--- src/rtl/rob_pr_free_q_if.sv ---
// Handshake bundle between the ROB commit port, the freed-PR queue and the banked free_list.
// The queue uses the slave view: it consumes commit bundles and offers one PR per free_list bank.
interface rob_pr_free_q_if #(
    parameter int LANES = 4,
    parameter int PR_W  = 7,
    parameter int BANKS = 4,
    parameter int UPR_W = 5
);
    logic                          enq_valid;
    logic [LANES-1:0]              enq_mask_by_lane;
    logic [LANES-1:0][PR_W-1:0]    enq_PR_by_lane;
    logic                          enq_ready;
    logic [BANKS-1:0]              deq_valid_by_bank;
    logic [BANKS-1:0][UPR_W-1:0]   deq_upper_PR_by_bank;
    logic [BANKS-1:0]              deq_ready_by_bank;

    modport master (
        output enq_valid, enq_mask_by_lane, enq_PR_by_lane, deq_ready_by_bank,
        input  enq_ready, deq_valid_by_bank, deq_upper_PR_by_bank
    );

    modport slave (
        input  enq_valid, enq_mask_by_lane, enq_PR_by_lane, deq_ready_by_bank,
        output enq_ready, deq_valid_by_bank, deq_upper_PR_by_bank
    );
endinterface

--- src/rtl/rob_pr_free_q.sv ---
// Freed-PR queue: buffers ROB commit bundles and drains them one PR per free_list bank per cycle,
// resolving same-bank lanes in a bundle over successive cycles in ascending lane order.
module rob_pr_free_q #(
    parameter int ENTRIES  = 2,
    parameter int LANES    = 4,
    parameter int PR_COUNT = 128,
    parameter int BANKS    = 4
) (
    input  logic                CLK,
    input  logic                nRST,
    rob_pr_free_q_if.slave      bus
);
    localparam int PR_W      = $clog2(PR_COUNT);
    localparam int LOG_BANKS = $clog2(BANKS);
    localparam int UPR_W     = PR_W - LOG_BANKS;
    localparam int PTR_W     = (ENTRIES > 1) ? $clog2(ENTRIES) : 1;
    localparam int CNT_W     = $clog2(ENTRIES + 1);

    logic [PR_W-1:0]   r_pr  [ENTRIES][LANES];
    logic [LANES-1:0]  r_rem [ENTRIES];
    logic [PTR_W-1:0]  r_head;
    logic [PTR_W-1:0]  r_tail;
    logic [CNT_W-1:0]  r_count;

    logic [PR_W-1:0]             w_head_pr   [LANES];
    logic [LOG_BANKS-1:0]        w_lane_bank [LANES];
    logic [LANES-1:0]            w_head_rem;
    logic [LANES-1:0]            w_clr;
    logic [LANES-1:0]            w_rem_after;
    logic [BANKS-1:0]            w_deq_vld;
    logic [BANKS-1:0][UPR_W-1:0] w_deq_upr;
    logic [BANKS-1:0]            w_bank_any;
    logic                        w_found;
    logic                        w_not_empty;
    logic                        w_enq_ready;
    logic                        w_enq_fire;
    logic                        w_pop;
    logic [PTR_W-1:0]            w_head_inc;
    logic [PTR_W-1:0]            w_tail_inc;

    assign w_head_rem  = r_rem[r_head];
    assign w_not_empty = (r_count != '0);
    assign w_enq_ready = (r_count < CNT_W'(ENTRIES));
    assign w_enq_fire  = bus.enq_valid && w_enq_ready && (|bus.enq_mask_by_lane);

    for (genvar gi = 0; gi < LANES; gi++) begin : g_lane
        assign w_head_pr[gi]   = r_pr[r_head][gi];
        assign w_lane_bank[gi] = r_pr[r_head][gi][LOG_BANKS-1:0];
    end

    // Independent bank-hit summary, used only to cross-check the candidate selection.
    for (genvar gi = 0; gi < BANKS; gi++) begin : g_bank_any
        logic [LANES-1:0] w_match;
        for (genvar gl = 0; gl < LANES; gl++) begin : g_match
            assign w_match[gl] = w_head_rem[gl] && (w_lane_bank[gl] == LOG_BANKS'(gi));
        end
        assign w_bank_any[gi] = w_not_empty && (|w_match);
    end

    // Per bank, the lowest still-remaining lane of the head slot is the candidate.
    always_comb begin
        w_clr     = '0;
        w_deq_vld = '0;
        w_deq_upr = '0;
        w_found   = 1'b0;
        for (int b = 0; b < BANKS; b++) begin
            w_found = 1'b0;
            for (int l = 0; l < LANES; l++) begin
                if (!w_found && w_not_empty && w_head_rem[l] &&
                    (w_lane_bank[l] == LOG_BANKS'(b))) begin
                    w_found      = 1'b1;
                    w_deq_vld[b] = 1'b1;
                    w_deq_upr[b] = w_head_pr[l][PR_W-1:LOG_BANKS];
                    if (bus.deq_ready_by_bank[b]) begin
                        w_clr[l] = 1'b1;
                    end
                end
            end
        end
    end

    assign w_rem_after = w_head_rem & ~w_clr;
    assign w_pop       = w_not_empty && (w_rem_after == '0);
    assign w_head_inc  = (r_head == PTR_W'(ENTRIES - 1)) ? '0 : r_head + PTR_W'(1);
    assign w_tail_inc  = (r_tail == PTR_W'(ENTRIES - 1)) ? '0 : r_tail + PTR_W'(1);

    assign bus.enq_ready            = w_enq_ready;
    assign bus.deq_valid_by_bank    = w_deq_vld;
    assign bus.deq_upper_PR_by_bank = w_deq_upr;

    always_ff @(posedge CLK) begin
        if (!nRST) begin
            r_head  <= '0;
            r_tail  <= '0;
            r_count <= '0;
            for (int e = 0; e < ENTRIES; e++) begin
                r_rem[e] <= '0;
                for (int l = 0; l < LANES; l++) begin
                    r_pr[e][l] <= '0;
                end
            end
        end else begin
            if (w_not_empty) begin
                r_rem[r_head] <= w_rem_after;
            end
            // Head and tail only coincide here when empty (no clears) or full (no enqueue).
            if (w_enq_fire) begin
                r_rem[r_tail] <= bus.enq_mask_by_lane;
                for (int l = 0; l < LANES; l++) begin
                    r_pr[r_tail][l] <= bus.enq_PR_by_lane[l];
                end
                r_tail <= w_tail_inc;
            end
            if (w_pop) begin
                r_head <= w_head_inc;
            end
            case ({w_enq_fire, w_pop})
                2'b10:   r_count <= r_count + CNT_W'(1);
                2'b01:   r_count <= r_count - CNT_W'(1);
                default: r_count <= r_count;
            endcase
        end
    end

    always_ff @(posedge CLK) begin
        if (nRST) begin
            assert (!(w_enq_fire && (r_count == CNT_W'(ENTRIES))))
                else $error("rob_pr_free_q: enqueue while full");
            assert ((w_deq_vld & ~w_bank_any) == '0)
                else $error("rob_pr_free_q: deq_valid without matching lane");
        end
    end
endmodule
--- src/flat_wrapper.sv ---
// flat-port wrapper written by rule: the top's interface ports become plain ports
module rob_pr_free_q_flat 
#(
    parameter int ENTRIES  = 2,
    parameter int LANES    = 4,
    parameter int PR_COUNT = 128,
    parameter int BANKS    = 4
)
  (CLK, nRST, bus_enq_valid, bus_enq_mask_by_lane, bus_enq_PR_by_lane, bus_deq_ready_by_bank, bus_enq_ready, bus_deq_valid_by_bank, bus_deq_upper_PR_by_bank);
  rob_pr_free_q_if #(.LANES(LANES), .BANKS(BANKS)) bus_i ();
  input  logic CLK;
  input  logic nRST;
  input wire logic [$bits(bus_i.enq_valid)-1:0] bus_enq_valid;
  input wire logic [$bits(bus_i.enq_mask_by_lane)-1:0] bus_enq_mask_by_lane;
  input wire logic [$bits(bus_i.enq_PR_by_lane)-1:0] bus_enq_PR_by_lane;
  input wire logic [$bits(bus_i.deq_ready_by_bank)-1:0] bus_deq_ready_by_bank;
  output wire logic [$bits(bus_i.enq_ready)-1:0] bus_enq_ready;
  output wire logic [$bits(bus_i.deq_valid_by_bank)-1:0] bus_deq_valid_by_bank;
  output wire logic [$bits(bus_i.deq_upper_PR_by_bank)-1:0] bus_deq_upper_PR_by_bank;
  assign bus_i.enq_valid = bus_enq_valid;
  assign bus_i.enq_mask_by_lane = bus_enq_mask_by_lane;
  assign bus_i.enq_PR_by_lane = bus_enq_PR_by_lane;
  assign bus_i.deq_ready_by_bank = bus_deq_ready_by_bank;
  assign bus_enq_ready = bus_i.enq_ready;
  assign bus_deq_valid_by_bank = bus_i.deq_valid_by_bank;
  assign bus_deq_upper_PR_by_bank = bus_i.deq_upper_PR_by_bank;
  rob_pr_free_q #(.ENTRIES(ENTRIES), .LANES(LANES), .PR_COUNT(PR_COUNT), .BANKS(BANKS)) u_core (.CLK(CLK), .nRST(nRST), .bus(bus_i));
endmodule
--- config.mk ---
export PLATFORM = sky130hd
export DESIGN_NAME = rob_pr_free_q_flat
export DESIGN_NICKNAME = d
export VERILOG_FILES = /design/src/rtl/rob_pr_free_q_if.sv /design/src/rtl/rob_pr_free_q.sv /design/src/flat_wrapper.sv
export SDC_FILE = /design/constraint.sdc
export NUM_CORES = 1
export LEC_CHECK = 0
export CAP_MARGIN = 20
export CORE_UTILIZATION = 39
export CTS_CLUSTER_SIZE = 40
export DETAILED_ROUTE_END_ITERATION = 6
export HOLD_SLACK_MARGIN = 0.15
export PLACE_DENSITY = 0.6
export SLEW_MARGIN = 20
export SYNTH_ARGS = -nofsm -noshare
export SYNTH_HDL_FRONTEND = slang
export SYNTH_SLANG_ARGS = --single-unit
--- constraint.sdc ---
create_clock -name CLK -period 5 [get_ports CLK]
set_input_delay 0.5 -clock CLK [delete_from_list [all_inputs] [get_ports CLK]]
set_output_delay 0.5 -clock CLK [all_outputs]
set_load 0.01 [all_outputs]
==> results_dict.tcl <==
set metrics [dict create \
    outcome "complete, no violations" \
    finalSetupViolCount 0 \
    cpMaxStageDelayCell "nor4_1" \
    wl_per_cell_um 17.8 \
    ir_worst_vdd_mv 0.169 \
    p_leak_uw 0.00195 \
    max_freq_mhz 237 \
    post-cts-setup-buffers 0 \
    slew_viol_final 0 \
    synthToLayoutAreaGrowth_pct 22.7 \
    hold_start "u_core.r_count[1]" \
    drcViolationCount 0 \
    fp.coreArea_sq_um 10300 \
    grt_max_degree 41 \
    port_buffers 63 \
    dr.pass1.iters 5 \
    cts_max_level 3 \
    cts_root_buffer "clkbuf_8" \
    ys_seq_elements 69 \
    crit_chain "buf_4, nor3b_1, o211ai_1, o31ai_1, nor4_1, a22oi_1, nand2_1, clkdlybuf4s50_1" \
    grt_pass1_vias 3167 \
    slowest_delay_ps 740 \
    worstHoldPathType "register to register" \
    first_iter_violations 221 \
    path_clk_slew_ps 70 \
    hpwl_um 7820 \
    crit_path_start_kind "register" \
    clkPwrFrac_pct 20.2 \
    switching_share_pct 36.2 \
    rows 37 \
    antenna_found_initial 0 \
    maxCapViolCount 0 \
    slew_headroom_pct 35.5 \
    ys_types 56 \
    antenna_cells 0 \
    ant_nets 0 \
    drive_gt1_share_pct 9.59 \
    ys_seq_area_share_pct 49.3 \
    combinationalPowerShare_pct 39.4 \
    avgSynthCellArea_sq_um 10.3 \
    tritoncts "built" \
    fp.dieH_um 105 \
    syn_nets 437 \
    grt_pass1_wl_um 17100 \
    netlist_area_sq_um 4110 \
    clock_skew_ps 11.2 \
    period_minus_slack_ps 4230 \
    clock_sinks 69 \
    synth_flop_cell "edfxtp_1" \
    ctsHoldBuffers 0 \
    rsz0062_at_grt "false" \
    gr-total-overflow 0 \
    drt_wl_total_um 10600 \
    cts-resized-gates 0 \
    hold_ws_ps 525 \
    cp.required_ps 4500 \
    path_class "register to primary output" \
    netlist_instances 397 \
    hold_viol 0 \
    async_flop_share_pct 0 \
    clock_latency_ps 340 \
    p_switching_uw 743 \
    num_vias 3302 \
    arrival_ps 3730 \
    start_util_pct 39.9 \
    top_level_ports 64 \
    clk_path_buf_depth 2 \
    die-area_sq_um 10900 \
    worst_pin_slew_ps 964 \
    vias_per_cell 5.55 \
    p_seq_share_pct 40.4 \
    intPower_uw 1310 \
    fin_crit_sh_pct 84.5 \
    die_w_um 105 \
    power.total_uw 2050 \
    critPathCaptureType "primary output" \
    yosysWarnings 0 \
    synth-edff-count 64 \
    powerDensity_nw_per_um2 407 \
    fin_tns_setup_ps 0 \
    grtUsageTotal_pct 20.2 \
    cp_max_fo 31 \
    gp_congestion 0.850 \
    cts-buffers-inserted 9 \
    final_nets 494 \
]
[logic make-up after synthesis]
family / count (synthesis) / synth area share, %
compound gates: 80 / 13.8
xor+xnor: 2 / 0.427
fa+ha+maj: 1 / 0.305
buf+inv: 27 / 2.80
flops: 69 / 49.3
mux: 32 / 8.32
simple gates: 186 / 25.1
[registers in the layout (all words and copies together) (netlist names), named ones only]
name            flops
u_core.r_pr        56
u_core.r_rem        8
u_core.r_count      2
u_core.r_head       1
u_core.r_tail       1
[routing by layer]
metal	share of wire, %	vias up	GRT usage (%)
met5	0	-	0
met4	2.3	0	8.15
met3	5.7	17	4.37
met2	43	108	30.1
met1	48	1539	28.6
li1	-	1638	-
[through the flow]
stage / util, % / cells / cell area [sq um] / worst slack [ps]
finish: 49.0 / 595 / 5040 / 774
global route: 49.0 / 595 / 5040 / 381
detailed placement: 47.2 / 579 / 4850 / 1140
global placement: 47.2 / 579 / 4850 / 1200
floorplan: - / 397 / 4110 / 1220
CTS: 49.0 / 595 / 5040 / 737
[area by class of cell]
type | count | area (sq um)
fill | 974 | 5240
clock inverter | 1 | 7.51
sequential | 69 | 2020
multi-input combinational | 301 | 1970
inverter | 5 | 18.8
clock buffer | 15 | 176
timing repair buffer | 68 | 668
tap | 136 | 170
[power by group through the flow]
| stage | sequential [uW] | combinational (uW) | clock [uW] |
|---|---|---|---|
| detailed placement | 840 | 799 | 0 |
| global route | 841 | 882 | 451 |
| floorplan | 816 | 535 | 0 |
| CTS | 828 | 803 | 426 |
| finish | 828 | 808 | 415 |
| global placement | 836 | 796 | 0 |
[synth_stat cells, types with 3 or more instances]
master	n	area, sq um
a211oi_1	3	22.5
a22oi_1	10	75.1
and2_1	4	25.0
and3_1	37	231
and3b_1	4	35.0
buf_2	5	25.0
clkbuf_1	14	52.6
dfxtp_1	5	100
edfxtp_1	64	1920
inv_1	5	18.8
mux2_2	14	158
mux2i_1	17	170
nand2_1	59	221
nand3_1	7	35.0
nand3b_1	3	22.5
nand4_1	3	18.8
nor2_1	13	48.8
nor2b_1	21	131
nor3_1	7	35.0
nor3b_1	8	60.1
nor4_1	4	25.0
o211ai_1	5	37.5
o21ai_0	23	115
o221ai_1	10	87.6
o22ai_1	10	62.6
or3_1	3	18.8
or4_1	3	22.5
[worst paths after layout]
check | slack (ps) | cells after the start | end
hold / removal | 520 | 2 | u_core.r_count[1]
setup reg to reg | 1140 | 9 | u_core.r_count[1]
hold reg to reg | 520 | 2 | u_core.r_count[1]
setup / recovery | 770 | 8 | bus_deq_upper_PR_by_bank[2]
[layout by cell type, fill, tap and decap left out, types with 8 or more instances in the layout]
cell and count:
nor2_1 13, mux2_2 14, edfxtp_1 64, nand2_1 59, nor2b_1 21, o21ai_0 22, nor3b_1 8, clkdlybuf4s50_1 63
clkbuf_8 12, and3_1 37, o221ai_1 10, o22ai_1 10, a22oi_1 10, mux2i_1 17
[critical path, delay by kind of cell (launching register included)]
kind            cells  cell delay [ps]
compound gates      3             1010
buf+inv             2              860
flops               1              470
simple gates        3             1040
Note: power is estimated with default switching activity, not from simulation.
